===== src/rtl/fwd_ctrl_pkg.sv =====
// Shared definitions for the forwarding / load-use hazard controller.
package fwd_ctrl_pkg;

  // Width of a forwarding-mux select.
  localparam int SEL_W = 2;

  // Widest register index the shadow records can hold; narrower indices
  // are zero-extended into the record.
  localparam int RD_W = 8;

  localparam logic [SEL_W-1:0] SEL_RF    = 2'b00;
  localparam logic [SEL_W-1:0] SEL_EXMEM = 2'b10;
  localparam logic [SEL_W-1:0] SEL_MEMWB = 2'b01;

  // One shadow pipeline stage.
  typedef struct packed {
    logic            valid;
    logic [RD_W-1:0] rd;
    logic            regwrite;
    logic            memread;
  } stage_t;

  // True when a stage will write a real (non-x0) register that matches src.
  function automatic logic writes_reg(input stage_t st, input logic [RD_W-1:0] src);
    return st.valid && st.regwrite && (st.rd != '0) && (st.rd == src);
  endfunction

endpackage


===== src/rtl/fwd_ctrl_sel.sv =====
// Single-operand forwarding select: the younger MEM result beats WB.
module fwd_sel
  import fwd_ctrl_pkg::*;
(
  input  logic [RD_W-1:0]  src,
  input  stage_t           mem,
  input  stage_t           wb,
  output logic [SEL_W-1:0] sel
);

  // memread is carried in the record but plays no part in forwarding.
  logic unused_memread;
  assign unused_memread = mem.memread ^ wb.memread;

  // Priority select: MEM over WB over register file.
  always_comb begin
    sel = SEL_RF;
    if (writes_reg(mem, src)) begin
      sel = SEL_EXMEM;
    end else if (writes_reg(wb, src)) begin
      sel = SEL_MEMWB;
    end
  end

endmodule


===== src/rtl/fwd_ctrl.sv =====
// Forwarding-mux selects and load-use stall for a classic 5-stage pipeline.
// Tracks EX/MEM/WB shadow records of in-flight instructions.
// REG_ADDR_W must not exceed fwd_ctrl_pkg::RD_W.
module fwd_ctrl
  import fwd_ctrl_pkg::*;
#(
  parameter int REG_ADDR_W = 5,
  parameter int CNT_W      = 16
) (
  input  logic                  clk,
  input  logic                  arst_n,
  input  logic                  id_valid,
  input  logic [REG_ADDR_W-1:0] id_rs1,
  input  logic [REG_ADDR_W-1:0] id_rs2,
  input  logic [REG_ADDR_W-1:0] id_rd,
  input  logic                  id_regwrite,
  input  logic                  id_memread,
  input  logic                  flush,
  output logic [1:0]            sel_a,
  output logic [1:0]            sel_b,
  output logic                  stall,
  output logic [CNT_W-1:0]      stall_cnt
);

  stage_t           ex_q;
  stage_t           mem_q;
  stage_t           wb_q;
  logic [RD_W-1:0]  ex_rs1_q;
  logic [RD_W-1:0]  ex_rs2_q;
  logic [CNT_W-1:0] cnt_q;
  stage_t           id_rec;
  logic [RD_W-1:0]  id_rs1_w;
  logic [RD_W-1:0]  id_rs2_w;

  assign id_rs1_w = RD_W'(id_rs1);
  assign id_rs2_w = RD_W'(id_rs2);

  // Pack the decode-stage instruction into a stage record.
  always_comb begin
    id_rec          = '0;
    id_rec.valid    = id_valid;
    id_rec.rd       = RD_W'(id_rd);
    id_rec.regwrite = id_regwrite;
    id_rec.memread  = id_memread;
  end

  // Load-use hazard; a flush kills the decode instruction so it cannot stall.
  assign stall = !flush && id_valid && ex_q.valid && ex_q.memread &&
                 (ex_q.rd != '0) &&
                 ((ex_q.rd == id_rs1_w) || (ex_q.rd == id_rs2_w));

  // Advance the shadow pipeline; stalls and flushes inject a bubble into EX.
  always_ff @(posedge clk) begin
    if (!arst_n) begin
      ex_q     <= '0;
      mem_q    <= '0;
      wb_q     <= '0;
      ex_rs1_q <= '0;
      ex_rs2_q <= '0;
    end else begin
      mem_q <= ex_q;
      wb_q  <= mem_q;
      if (!stall && !flush) begin
        ex_q     <= id_rec;
        ex_rs1_q <= id_rs1_w;
        ex_rs2_q <= id_rs2_w;
      end else begin
        ex_q     <= '0;
        ex_rs1_q <= '0;
        ex_rs2_q <= '0;
      end
    end
  end

  // Saturating count of stalled cycles.
  always_ff @(posedge clk) begin
    if (!arst_n) begin
      cnt_q <= '0;
    end else if (stall && (cnt_q != '1)) begin
      cnt_q <= cnt_q + CNT_W'(1);
    end
  end

  assign stall_cnt = cnt_q;

  fwd_sel u_sel_a (
    .src (ex_rs1_q),
    .mem (mem_q),
    .wb  (wb_q),
    .sel (sel_a)
  );

  fwd_sel u_sel_b (
    .src (ex_rs2_q),
    .mem (mem_q),
    .wb  (wb_q),
    .sel (sel_b)
  );

endmodule

===== config.mk =====
export PLATFORM = sky130hd
export DESIGN_NAME = fwd_ctrl
export DESIGN_NICKNAME = d
export VERILOG_FILES = /design/src/rtl/fwd_ctrl_pkg.sv /design/src/rtl/fwd_ctrl_sel.sv /design/src/rtl/fwd_ctrl.sv
export SDC_FILE = /design/constraint.sdc
export NUM_CORES = 1
export LEC_CHECK = 0
export ABC_AREA = 1
export BUFFER_PORTS_ARGS = -buffer_cell sky130_fd_sc_hd__buf_2
export CAP_MARGIN = 40
export CORE_MARGIN = 5
export CORE_UTILIZATION = 45
export DETAILED_ROUTE_END_ITERATION = 16
export GPL_ROUTABILITY_DRIVEN = 0
export PLACE_DENSITY_LB_ADDON = 0.3
export SLEW_MARGIN = 15
export SYNTH_ARGS = -nofsm -noshare
export SYNTH_HDL_FRONTEND = slang
export SYNTH_SLANG_ARGS = --single-unit

===== constraint.sdc =====
create_clock -name clk -period 2.96 [get_ports clk]
set_input_delay 0.592 -clock clk [delete_from_list [all_inputs] [get_ports clk]]
set_output_delay 0.592 -clock clk [all_outputs]
set_load 0.02 [all_outputs]

==> qor.csv <==
stage,metric,value,unit
run_status,status,"complete, no violations",
route,DR pass1 iterations,5,
sta,slew margin rel.,0.699,
die,Initial Utilization,0.469,
sta,final setup TNS,0,ns
die,I/O pins,42,
clock_tree,H-tree lvl count,2,
setup_path,Startpoint Class,flip-flop,
clock_tree,Clock transition at path regs,0.09,ns
synthesis,Cell variety after synth,25,
die,Die H,83.4,µm
final_layout,final net count,423,
global_routing,antenna violations before repair,0,
power_and_ir_drop,Max VDD drop,240,µV
global_routing,pin count of the biggest net entering global routing,27,
synthesis,Gate Count Post-Synth,361,
power_and_ir_drop,Net Sw Frac,0.199,
final_layout,Layout area overhead,16.5,%
setup_path,nature of the critical path endpoint,output pin,
final_layout,ANT cells,0,
die,core area,5170,µm²
power_and_ir_drop,Comb power frac,0.060,
synthesis,Syn Nets,383,
placement,placed cell count,464,
power_and_ir_drop,Seq pwr share,0.483,
sta,minimum clock period after layout,2.30,ns
global_routing,GRT Overall Usage,0.153,
synthesis,average size of a mapped cell,6.72,µm²
die,number of cell rows,26,
synthesis,post-synthesis sequential area ratio,0.396,
setup_path,CP Data Required Time,2.37,ns
sta,fin. max-slew vios,0,
route,wire per inst,10.6,µm
run,maxcap violations,0,
die,full die area,6960,µm²
route,final wirelength,5010,µm
placement,DP Wirelength,3740,µm
route,remaining antenna violation count,0,
clock_tree,CTS tree,built,
clock_tree,"Setup Fix Bufs, Post-CTS",0,
setup_path,critical path data arrival time,1.71,ns
sta,unrepaired setup endpoints after global routing,false,
clock_tree,clk buf depth,2,
global_routing,first-pass GRT wire length,8950,µm
global_routing,vias in the first global route,2051,
sta,Max Clk Rate,434,MHz
synthesis,Synth Register Bits,48,
clock_tree,cts bufs inserted,5,
route,vias per cell,4.53,
min_path,Hold WC Path Type,flip-flop to flip-flop,
sta,Layout Skew,0.00925,ns
sta,worst slew pin tran,0.451,ns
clock_tree,CTS hold repair buffers,0,
power_and_ir_drop,leak pwr,1.52,nW
global_routing,grt total ovfl,0,
clock_tree,root buffer cell,clkbuf_8,
sta,Fin. Hold Viols,0,
final_layout,fraction of layout cells with a size suffix above 1,0.162,
die,die extent in x,83.4,µm
clock_tree,post-CTS resize count,0,
power_and_ir_drop,cell area power density,494,nW/µm²
final_layout,Final Non-Filler Cells,472,
setup_path,CP Max Fanout,26,
synthesis,Yosys warnings,0,
route,post-route DRC violation count,0,
route,initial drt markers,89,
synthesis,"Cell Area, Synth",2420,µm²
route,via count,2140,
sta,period utilization,0.779,
clock_tree,clk_lat worst skew,0.30,ns
power_and_ir_drop,switching power total,0.278,mW
power_and_ir_drop,Clk pwr share,0.457,
power_and_ir_drop,internal power,1.12,mW
sta,Setup Viol. Count Final,0,
clock_tree,# clock sinks,48,
setup_path,Crit Path Class,flip-flop to output pin,
placement,IO Port Bufs,41,
-- per-stage QoR --
stage | total power, mW | cell area [µm²] | utilization | hold slack [ns] | setup slack (ns)
finish | 1.39 | 2820 | 0.546 | 0.421 | 0.655
global route | 1.45 | 2820 | 0.546 | 0.442 | 0.501
CTS | 1.41 | 2820 | 0.546 | 0.426 | 0.647
detailed placement | 0.773 | 2670 | 0.515 | 0.405 | 0.729
global placement | 0.771 | 2670 | 0.515 | 0.393 | 0.747
floorplan | 0.746 | 2420 | - | 0.390 | 0.763
-- path summary, 6_finish.rpt --
path                                           startpoint  slack, ns  cells after the start                    endpoint
worst min register to register         ex_q[1]$_SDFF_PN0_       0.42                      2         mem_q[1]$_SDFF_PN0_
worst min-delay path                   ex_q[1]$_SDFF_PN0_       0.42                      2         mem_q[1]$_SDFF_PN0_
worst max register to register  stall_cnt[1]$_SDFFE_PN0P_       1.19                      9  stall_cnt[15]$_SDFFE_PN0P_
worst max-delay path                   ex_q[6]$_SDFF_PN0_       0.66                      9                       stall
-- power by group through the flow --
stage | logic, mW | clock network [mW] | registers, mW
5_1_grt | 0.0963 | 0.678 | 0.676
6_report | 0.0836 | 0.638 | 0.673
2_1_floorplan | 0.0607 | 0 | 0.685
4_1_cts | 0.0844 | 0.648 | 0.673
3_3_place_gp | 0.0825 | 0 | 0.688
3_5_place_dp | 0.0841 | 0 | 0.688
-- Yosys cell counts --
cell	n	share of area
a21oi_1	1	0.0021
buf_1	1	0.0015
buf_2	3	0.0062
buf_4	2	0.0062
buf_6	2	0.0093
clkbuf_1	1	0.0015
clkinv_1	1	0.0015
dfxtp_1	48	0.40
ha_1	1	0.0052
inv_1	61	0.094
inv_2	6	0.0093
nand2_1	87	0.13
nand2_2	2	0.0052
nand2_4	2	0.0093
nand3_1	21	0.043
nand3_2	2	0.0083
nand4_1	18	0.046
nor2_1	65	0.10
nor2_2	1	0.0026
nor2_4	2	0.0093
nor3_1	5	0.010
nor4_1	2	0.0052
o21ai_0	4	0.0083
xnor2_1	12	0.043
xor2_1	11	0.040
-- cells in the final DEF (no fill, tap or decap), types with 3 or more instances in the layout --
master / netlist / final
nand2_1: 87 / 87
clkbuf_8: 0 / 5
inv_2: 6 / 6
buf_2: 3 / 41
dfxtp_1: 48 / 48
xor2_1: 11 / 11
o21ai_0: 4 / 4
inv_1: 61 / 61
nand3_1: 21 / 21
nor3_1: 5 / 5
nor2_1: 65 / 65
bufinv_16: 0 / 3
nand4_1: 18 / 18
xnor2_1: 12 / 12
-- state kept, by name (all words and copies together) (netlist names) --
| register | count |
|---|---|
| wb_q | 7 |
| mem_q | 7 |
| stall_cnt | 16 |
| ex_q | 8 |
| ex_rs1_q | 5 |
| ex_rs2_q | 5 |
-- worst max-delay path, cell delays in order (launching register included) --
cell and delay [ns]:
dfxtp_1 0.44, inv_2 0.06, nand2_1 0.06, nand2_1 0.04, nor2_1 0.10, nand3_1 0.12
nand2_4 0.25, nand2_2 0.12, inv_1 0.07, buf_2 0.15
-- layer usage --
metal	wire length [µm]	GRT usage	part of all wire	vias to the layer above
li1	-	-	-	1163
met1	2460	0.199	0.49	930
met2	2260	0.252	0.45	42
met3	231	0.0366	0.046	5
met4	51	0.0386	0.010	0
met5	0	0	0	-
-- cell families (layout without fill, tap and decap cells) --
logic type,after synthesis,count (layout),share of synthesized area
simple gates,207,207,0.375
buf+inv,77,118,0.130
fa+ha+maj,1,1,0.00516
xor+xnor,23,23,0.0831
compound gates,5,5,0.0103
flops,48,48,0.396
-- layout make-up --
cell class              count  area (µm²)
clock inverters             3        90.1
fillers                   490        2350
multi-input cells         236        1150
repair buffers             42         213
well taps                  70        87.6
clock buffers               5        68.8
flip-flops and latches     48         961
inverters                  68         255
No activity file was read; power rests on OpenSTA's default activity.
